### src/rtl/hog_svm_pkg.sv
// Shared definitions for the HOG/SVM result path: default window geometry
// and the frame state encoding used by the result buffer.
package hog_svm_pkg;

    localparam int HOG_SW_W  = 11;
    localparam int HOG_N_SW  = 1200;
    localparam int HOG_DEPTH = 16;
    localparam int HOG_CNT_W = 11;

    typedef enum logic {
        RUN  = 1'b0,
        WRAP = 1'b1
    } frame_st_t;

endpackage

### src/rtl/sync_fifo.sv
// Single-clock FIFO with a registered head word. Pointers carry one extra
// wrap bit so full and empty are told apart without a separate counter.
module sync_fifo #(
    parameter int WIDTH = 11,
    parameter int DEPTH = 16
) (
    input  logic             clk,
    input  logic             rst,
    input  logic             push,
    input  logic [WIDTH-1:0] push_data,
    input  logic             pop,
    output logic [WIDTH-1:0] head,
    output logic             full,
    output logic             empty
);

    localparam int AW = $clog2(DEPTH);

    logic [WIDTH-1:0] mem [DEPTH];
    logic [AW:0]      wr_ptr_reg, wr_ptr_next;
    logic [AW:0]      rd_ptr_reg, rd_ptr_next;
    logic [AW:0]      rd_ptr_inc;
    logic [WIDTH-1:0] head_reg, head_next;
    logic             do_push, do_pop;

    assign empty      = (wr_ptr_reg == rd_ptr_reg);
    assign full       = (wr_ptr_reg[AW] != rd_ptr_reg[AW]) &&
                        (wr_ptr_reg[AW-1:0] == rd_ptr_reg[AW-1:0]);
    assign do_pop     = pop && !empty;
    // A pop frees a slot in the same cycle, so a full FIFO still accepts.
    assign do_push    = push && (!full || do_pop);
    assign rd_ptr_inc = rd_ptr_reg + 1'b1;
    assign head       = head_reg;

    always_comb begin
        wr_ptr_next = do_push ? wr_ptr_reg + 1'b1 : wr_ptr_reg;
        rd_ptr_next = do_pop  ? rd_ptr_inc        : rd_ptr_reg;
        head_next   = head_reg;
        if (do_pop) begin
            // The next head is either already in memory or is the word
            // being written right now (when only one entry remained).
            if (rd_ptr_inc != wr_ptr_reg) begin
                head_next = mem[rd_ptr_inc[AW-1:0]];
            end else if (do_push) begin
                head_next = push_data;
            end
        end else if (empty && do_push) begin
            head_next = push_data;
        end
    end

    always_ff @(posedge clk) begin
        if (do_push) begin
            mem[wr_ptr_reg[AW-1:0]] <= push_data;
        end
    end

    always_ff @(posedge clk) begin
        if (rst) begin
            wr_ptr_reg <= '0;
            rd_ptr_reg <= '0;
            head_reg   <= '0;
        end else begin
            wr_ptr_reg <= wr_ptr_next;
            rd_ptr_reg <= rd_ptr_next;
            head_reg   <= head_next;
        end
    end

endmodule

### src/rtl/sw_result_buf.sv
// Queues positive SVM window indices for a slow consumer and tracks frame
// boundaries. Optional frame statistics are built with SW_RESULT_BUF_STATS_EN.
module sw_result_buf
    import hog_svm_pkg::*;
#(
    parameter int SW_W  = HOG_SW_W,
    parameter int N_SW  = HOG_N_SW,
    parameter int DEPTH = HOG_DEPTH,
    parameter int CNT_W = HOG_CNT_W
) (
    input  logic             clk,
    input  logic             rst,
    input  logic             i_valid,
    input  logic             is_person,
    input  logic [SW_W-1:0]  sw_id,
    output logic             o_valid,
    input  logic             o_ready,
    output logic [SW_W-1:0]  o_sw_id,
    output logic             overflow,
    output logic             seq_err,
    output logic             frame_done,
    output logic [CNT_W-1:0] frame_hits
);

    localparam logic [SW_W-1:0] LAST_ID = SW_W'(N_SW - 1);

    logic            fifo_full, fifo_empty;
    logic            push_req, drop, mismatch, frame_end;
    logic [SW_W-1:0] exp_id_reg, exp_id_next;
    logic            overflow_reg, overflow_next;
    logic            seq_err_reg, seq_err_next;

    sync_fifo #(
        .WIDTH (SW_W),
        .DEPTH (DEPTH)
    ) u_fifo (
        .clk       (clk),
        .rst       (rst),
        .push      (push_req),
        .push_data (sw_id),
        .pop       (o_ready),
        .head      (o_sw_id),
        .full      (fifo_full),
        .empty     (fifo_empty)
    );

    assign push_req  = i_valid && is_person;
    // When full the FIFO is non-empty, so o_ready alone means a pop occurs.
    assign drop      = push_req && fifo_full && !o_ready;
    assign mismatch  = i_valid && (sw_id != exp_id_reg);
    assign frame_end = i_valid && (exp_id_reg == LAST_ID);
    assign o_valid   = !fifo_empty;
    assign overflow  = overflow_reg;
    assign seq_err   = seq_err_reg;

    always_comb begin
        exp_id_next   = exp_id_reg;
        overflow_next = overflow_reg | drop;
        seq_err_next  = seq_err_reg | mismatch;
        if (i_valid) begin
            exp_id_next = frame_end ? '0 : exp_id_reg + 1'b1;
        end
        // Stickies restart at the frame boundary but keep an event raised
        // by the closing window itself.
        if (frame_end) begin
            overflow_next = drop;
            seq_err_next  = mismatch;
        end
    end

    always_ff @(posedge clk) begin
        if (rst) begin
            exp_id_reg   <= '0;
            overflow_reg <= 1'b0;
            seq_err_reg  <= 1'b0;
        end else begin
            exp_id_reg   <= exp_id_next;
            overflow_reg <= overflow_next;
            seq_err_reg  <= seq_err_next;
        end
    end

`ifdef SW_RESULT_BUF_STATS_EN
    localparam logic [CNT_W-1:0] HIT_MAX = {CNT_W{1'b1}};

    frame_st_t        st_reg, st_next;
    logic [CNT_W-1:0] hit_cnt_reg, hit_cnt_next;
    logic [CNT_W-1:0] frame_hits_reg, frame_hits_next;
    logic [CNT_W-1:0] hit_total;

    assign hit_total  = (push_req && hit_cnt_reg != HIT_MAX) ? hit_cnt_reg + 1'b1
                                                             : hit_cnt_reg;
    assign frame_done = (st_reg == WRAP);
    assign frame_hits = frame_hits_reg;

    always_comb begin
        st_next         = st_reg;
        hit_cnt_next    = hit_total;
        frame_hits_next = frame_hits_reg;
        case (st_reg)
            RUN:     st_next = frame_end ? WRAP : RUN;
            WRAP:    st_next = RUN;
            default: st_next = RUN;
        endcase
        if (frame_end) begin
            hit_cnt_next    = '0;
            frame_hits_next = hit_total;
        end
    end

    always_ff @(posedge clk) begin
        if (rst) begin
            st_reg         <= RUN;
            hit_cnt_reg    <= '0;
            frame_hits_reg <= '0;
        end else begin
            st_reg         <= st_next;
            hit_cnt_reg    <= hit_cnt_next;
            frame_hits_reg <= frame_hits_next;
        end
    end
`else
    assign frame_done = 1'b0;
    assign frame_hits = '0;
`endif

endmodule

### config.mk
export PLATFORM = sky130hd
export DESIGN_NAME = sw_result_buf
export DESIGN_NICKNAME = d
export VERILOG_FILES = /design/src/rtl/hog_svm_pkg.sv /design/src/rtl/sync_fifo.sv /design/src/rtl/sw_result_buf.sv
export SDC_FILE = /design/constraint.sdc
export NUM_CORES = 1
export LEC_CHECK = 0
export ABC_AREA = 1
export CAP_MARGIN = 20
export CORE_MARGIN = 2
export CORE_UTILIZATION = 50
export DETAILED_ROUTE_END_ITERATION = 10
export PLACE_DENSITY = 0.78
export SLEW_MARGIN = 15
export SYNTH_ARGS = -nofsm -noshare
export SYNTH_HDL_FRONTEND = slang
export SYNTH_HIERARCHICAL = 1
export SYNTH_SLANG_ARGS = --single-unit
### constraint.sdc
create_clock -name clk -period 2.69 [get_ports clk]
set_input_delay 0.269 -clock clk [delete_from_list [all_inputs] [get_ports clk]]
set_output_delay 0.269 -clock clk [all_outputs]
set_load 0.05 [all_outputs]
[Yosys cells after proc, flatten, opt, wreduce, memory -nomap -nowiden]
Memories as Yosys holds them, arrays and structs flattened.
Index checks and enable logic that the tools add are counted.
Cells by class
  bitwise operators: 2
  add/subtract/negate cells: 3
  mux-type cells: 9
  equality and inequality tests: 7
  reduce and logical (&&, ||, !) cells: 15
Operators with widths (number)
  11-bit 2-to-1 mux: 5
  11-bit by 1-bit adder with 11-bit output, second input constant: 1
  11-bit equality test, second input constant: 1
  11-bit != test: 1
  5-bit by 1-bit adder with 5-bit output, second input constant: 2
  1-bit logical AND: 9
  5-bit equality test: 1
  5-bit != test: 1
  4-bit equality test: 1
  1-bit 2-to-1 mux: 4
  1-bit logical NOT: 3
  3-bit by 2-bit != test with 1-bit output, second input constant: 1
  1-bit OR: 2
  2-bit AND reduction: 1
  2-bit nonzero test: 1
  1-bit logical OR: 1
  1-bit != test: 1
Storage, ports and cells
  memories: 1
  output and inout bits: 26
  register bits after elaboration: 34
  word-level logic and storage cells: 43
  bits in writable memories: 176
Memory list
  u_fifo.mem: depth 16, width 11, read ports 1, clocked after Yosys merged registers in 0, write ports 1, RTL line sync_fifo.sv:19  | logic [WIDTH-1:0] mem [DEPTH];

[Longest topological paths before layout]
  word-level depth: 8
  depth in mapped cells: 14

[Cells and area by module]
The synthesis kept the hierarchy.
Modules (own cells, without submodules)
  sync_fifo: area an instance 8684.6 µm², times used 1, seq. area each 5705.5 µm², cells each 833
  sw_result_buf: area an instance 942.2 µm², times used 1, seq. area each 260.2 µm², cells each 142

[Worst setup path after synthesis]
Ideal clock, no wire load.
  path type: register -> register
  start: register u_fifo.wr_ptr_reg[2]
  end: memory u_fifo.mem[11][0] (enable)
  setup slack: 0.412 ns
  period minus slack after synthesis: 2.278 ns
  cell stages (with the launch flop): 12
  library setup time: 0.393 ns
  data required time: 2.297 ns
  buffers on the path: 2
  arrival: 1.885 ns
  cells stage by stage: dfxtp_1 > buf_4 > inv_1 > nand2_1 > nand2_1 > nor2_4 > nand2_1 > nor2_2 > nand2_1 > nand2_2 > buf_6 > nor3_1
Between the ends
  word-level cells in the longest chain between the ends: 7
  elaborated cells between the ends (all ways): 10
  those cells by class: eq/ne (2); mux (2); reduce/logical (6)
RTL lines
  start: declaration: RTL line sync_fifo.sv:20  | logic [AW:0] wr_ptr_reg, wr_ptr_next;
  start signal: assignment: RTL line sync_fifo.sv:64  | wr_ptr_reg <= wr_ptr_next;
  4-bit equality test: RTL line sync_fifo.sv:28  | (wr_ptr_reg[AW-1:0] == rd_ptr_reg[AW-1:0]);
  1-bit logical AND: RTL line sync_fifo.sv:27  | assign full = (wr_ptr_reg[AW] != rd_ptr_reg[AW]) &&
  named net fifo_full: RTL line sw_result_buf.sv:27  | logic fifo_full, fifo_empty;
  1-bit logical NOT: RTL line sync_fifo.sv:31  | assign do_push = push && (!full || do_pop);
  1-bit logical OR: RTL line sync_fifo.sv:31
  1-bit logical AND: RTL line sync_fifo.sv:31
  1-bit 2-to-1 mux: RTL line sync_fifo.sv:53  | if (do_push) begin
  1-bit 2-to-1 mux (implied by the code): RTL line sync_fifo.sv:54  | mem[wr_ptr_reg[AW-1:0]] <= push_data;
  end: declaration: RTL line sync_fifo.sv:19
The timed path passes the listed nets, and every way through them passes these cells.

[Worst setup path after layout]
  start: register u_fifo.rd_ptr_reg[0]
  end: register u_fifo.head_reg[5] (netlist: u_fifo/head[5])
Between the ends
  word-level cells in the longest chain between the ends: 8
  elaborated cells between the ends (all ways): 17
  those cells by class: add/sub (1); eq/ne (4); mux (2); reduce/logical (9); memory (1)
RTL lines
  start: declaration: RTL line sync_fifo.sv:21  | logic [AW:0] rd_ptr_reg, rd_ptr_next;
  start signal: assignment: RTL line sync_fifo.sv:65  | rd_ptr_reg <= rd_ptr_next;
  parallel branches: the longest is 8 deep, another holds memory 16 x 11 bit
  end signal: assignment: RTL line sync_fifo.sv:66  | head_reg <= head_next;
  end: declaration: RTL line sync_fifo.sv:23  | logic [WIDTH-1:0] head_reg, head_next;
Parallel ways; which one is timed is not known.
A chain may end at the register's enable or synchronous reset.

==> results.toml <==
[logic_synthesis]
netlist_instances = 975
yosysSeqAreaShare = 0.620
synth-seq-cells = 210
yosys_warnings = 6
syn-cell-area_mm2 = 0.00963
yosysUniqueCellTypes = 37
syn_area_per_cell_um2 = 9.87

[route]
wirelength_um = 23800
remaining_drc_errors = 0
via_count = 7086
routedWlPerCell_um = 18.6
drt-initial-drc-count = 1065
vias_per_cell = 5.54
drtAntennaViolNets = 0
drtPass1Iterations = 5

[sta]
tns_ns = 0
fin_crit_sh = 0.885
drv_slew = 0
fmax_mhz = 420
relSlewSlack = 0.592
finalHoldViolCount = 0
fin_crit_ns = 2.38
worst_pin_slew_ns = 0.610
setup_violations = 0
finClkSkew_ns = 0.0181
grt_setup_unrepaired = "no"

[final_layout]
final_common_cell = "nand2_1"
largest_register_ffs = 176
n_antenna_cell = 0
nNetsFinal = 1051
final_area_mm2 = 0.0110
syn2layout_area_growth_pct = 13.9
drive_gt1_frac = 0.114
layout_common_cells = "204 x nand2_1, 176 x edfxtp_1, 128 x nor2_1, 97 x inv_1, 96 x nand3_1"

[clock_tree]
cts_tree = "built"
cts-root-buf = "clkbuf_16"
clock_path_buffers = 3
postCtsHoldBufs = 0
path_clk_slew_ns = 0.06
post-cts-setup-buffer-count = 0
ctsHtreeMaxLevel = 1
cts_made_buffers = 21
ctsResizeCount = 0
clk_latency_ns = 0.51
clock-sinks = 210

[grt]
grt_overflow = 0
antenna_found_initial = 0
grt_pass1_vias = 6868
grt_pass1_wl_um = 37600
grt_max_degree = 47
track_usage = 0.243

[run_status]
status = "finished clean"

[setup_path]
arrival_ns = 2.82
critical_path.max_fanout = 46
crit_type = "reg -> reg"
end_kind = "register"
required_ns = 3.13
start_kind = "register"

[floorplan]
die-area_mm2 = 0.0204
row_count = 50
pin_count = 42
die_y_um = 143
start_util = 0.513
die_w_um = 143
coreArea_mm2 = 0.0188

[power_and_ir_drop]
vdd_drop_max_mv = 0.649
powerDensity_mw_per_mm2 = 819
power.leakage_nw = 4.32

[place]
post-dp-hpwl_um = 16000
port_buffers = 29
gp_congestion = 0.900
postPlaceCellArea_mm2 = 0.0103

[job]
maxCapViolCount = 0

[hold_path]
hp-class = "reg -> reg"
cell families (layout without fill, tap and decap cells):
logic type | count (synthesis) | in the layout | synth area share
buf+inv | 159 | 217 | 0.0759
simple gates | 483 | 483 | 0.225
compound gates | 103 | 103 | 0.0594
fa+ha+maj | 6 | 6 | 0.00780
flops | 210 | 210 | 0.620
other cells | 1 | 12 | 0.000390
xor+xnor | 13 | 13 | 0.0118
through the flow:
stage	cells	power [mW]	hold slack (ns)	utilization	worst slack, ns
after floorplan	986	5.41	0.341	-	0.412
after global placement	1240	6.06	0.458	0.548	0.425
after detailed placement	1240	6.09	0.468	0.548	0.381
after CTS	1278	9.00	0.478	0.584	0.361
after global routing	1278	9.40	0.499	0.584	0.102
final	1278	8.98	0.474	0.584	0.309
power breakdown:
part	leakage, nW	switching, mW	internal, mW
Clock	0.335	1.20	1.73
Sequential	1.86	0.0586	3.61
Combinational	2.12	1.66	0.727
Total	4.32	2.92	6.06
layer usage:
metal	wire length, um	track usage	up-vias
li1	-	-	3323
met1	9590	0.326	3375
met2	11300	0.392	319
met3	1930	0.0466	69
met4	996	0.101	0
met5	0	0	-
Yosys cell counts:
master | number | area share
nand4_1 | 3 | 0.0019
inv_4 | 1 | 0.00065
clkinv_1 | 2 | 0.00078
o21ai_1 | 4 | 0.0021
nand3_4 | 1 | 0.0018
buf_4 | 16 | 0.012
nand3b_4 | 1 | 0.0021
nand3_1 | 96 | 0.050
buf_8 | 2 | 0.0031
nand3_2 | 3 | 0.0031
xor2_1 | 8 | 0.0073
xnor2_1 | 5 | 0.0045
nand3b_1 | 14 | 0.011
nor2_4 | 2 | 0.0023
a21oi_1 | 14 | 0.0073
nand2_8 | 2 | 0.0042
inv_6 | 1 | 0.00091
buf_6 | 3 | 0.0035
inv_2 | 2 | 0.00078
o21ai_0 | 63 | 0.033
nand2_1 | 204 | 0.080
nor3_1 | 5 | 0.0026
nand2_2 | 8 | 0.0052
ha_1 | 6 | 0.0078
nor3_2 | 2 | 0.0021
nor2_2 | 12 | 0.0078
dfxtp_1 | 34 | 0.071
inv_1 | 97 | 0.038
conb_1 | 1 | 0.00039
o211ai_1 | 21 | 0.016
nor2_1 | 128 | 0.050
buf_2 | 17 | 0.0088
clkbuf_1 | 17 | 0.0066
buf_1 | 1 | 0.00039
edfxtp_1 | 176 | 0.55
nor3b_1 | 2 | 0.0016
a21oi_2 | 1 | 0.00091
final timing paths:
kind | start | endpoint | slack (ns) | depth (start not counted)
worst max-delay path | u_fifo/rd_ptr_reg[0] | u_fifo/head[5] | 0.31 | 12
worst min-delay path | seq_err | seq_err | 0.47 | 2
worst max register to register | u_fifo/rd_ptr_reg[0] | u_fifo/head[5] | 0.31 | 12
worst min register to register | seq_err | seq_err | 0.47 | 2
worst max-delay path, stage by stage, from the launching register on:
cell      delay [ns]
dfxtp_2         0.39
buf_4           0.42
buf_4           0.50
nor2_1          0.10
nor2_1          0.09
o21ai_0         0.14
o211ai_1        0.14
nand3_1         0.10
nand2_1         0.11
nand2_1         0.06
nand2_1         0.09
inv_1           0.05
nor2_2          0.06
cell type report:
| class | instances | area, um^2 |
|---|---|---|
| Fill cell | 1522 | 7810 |
| Sequential cell | 210 | 5970 |
| Timing Repair Buffer | 76 | 641 |
| Clock inverter | 13 | 143 |
| Clock buffer | 25 | 541 |
| Multi-Input combinational cell | 617 | 2980 |
| Tap cell | 234 | 293 |
| Inverter | 103 | 394 |
(Power assumes the default switching activity.)
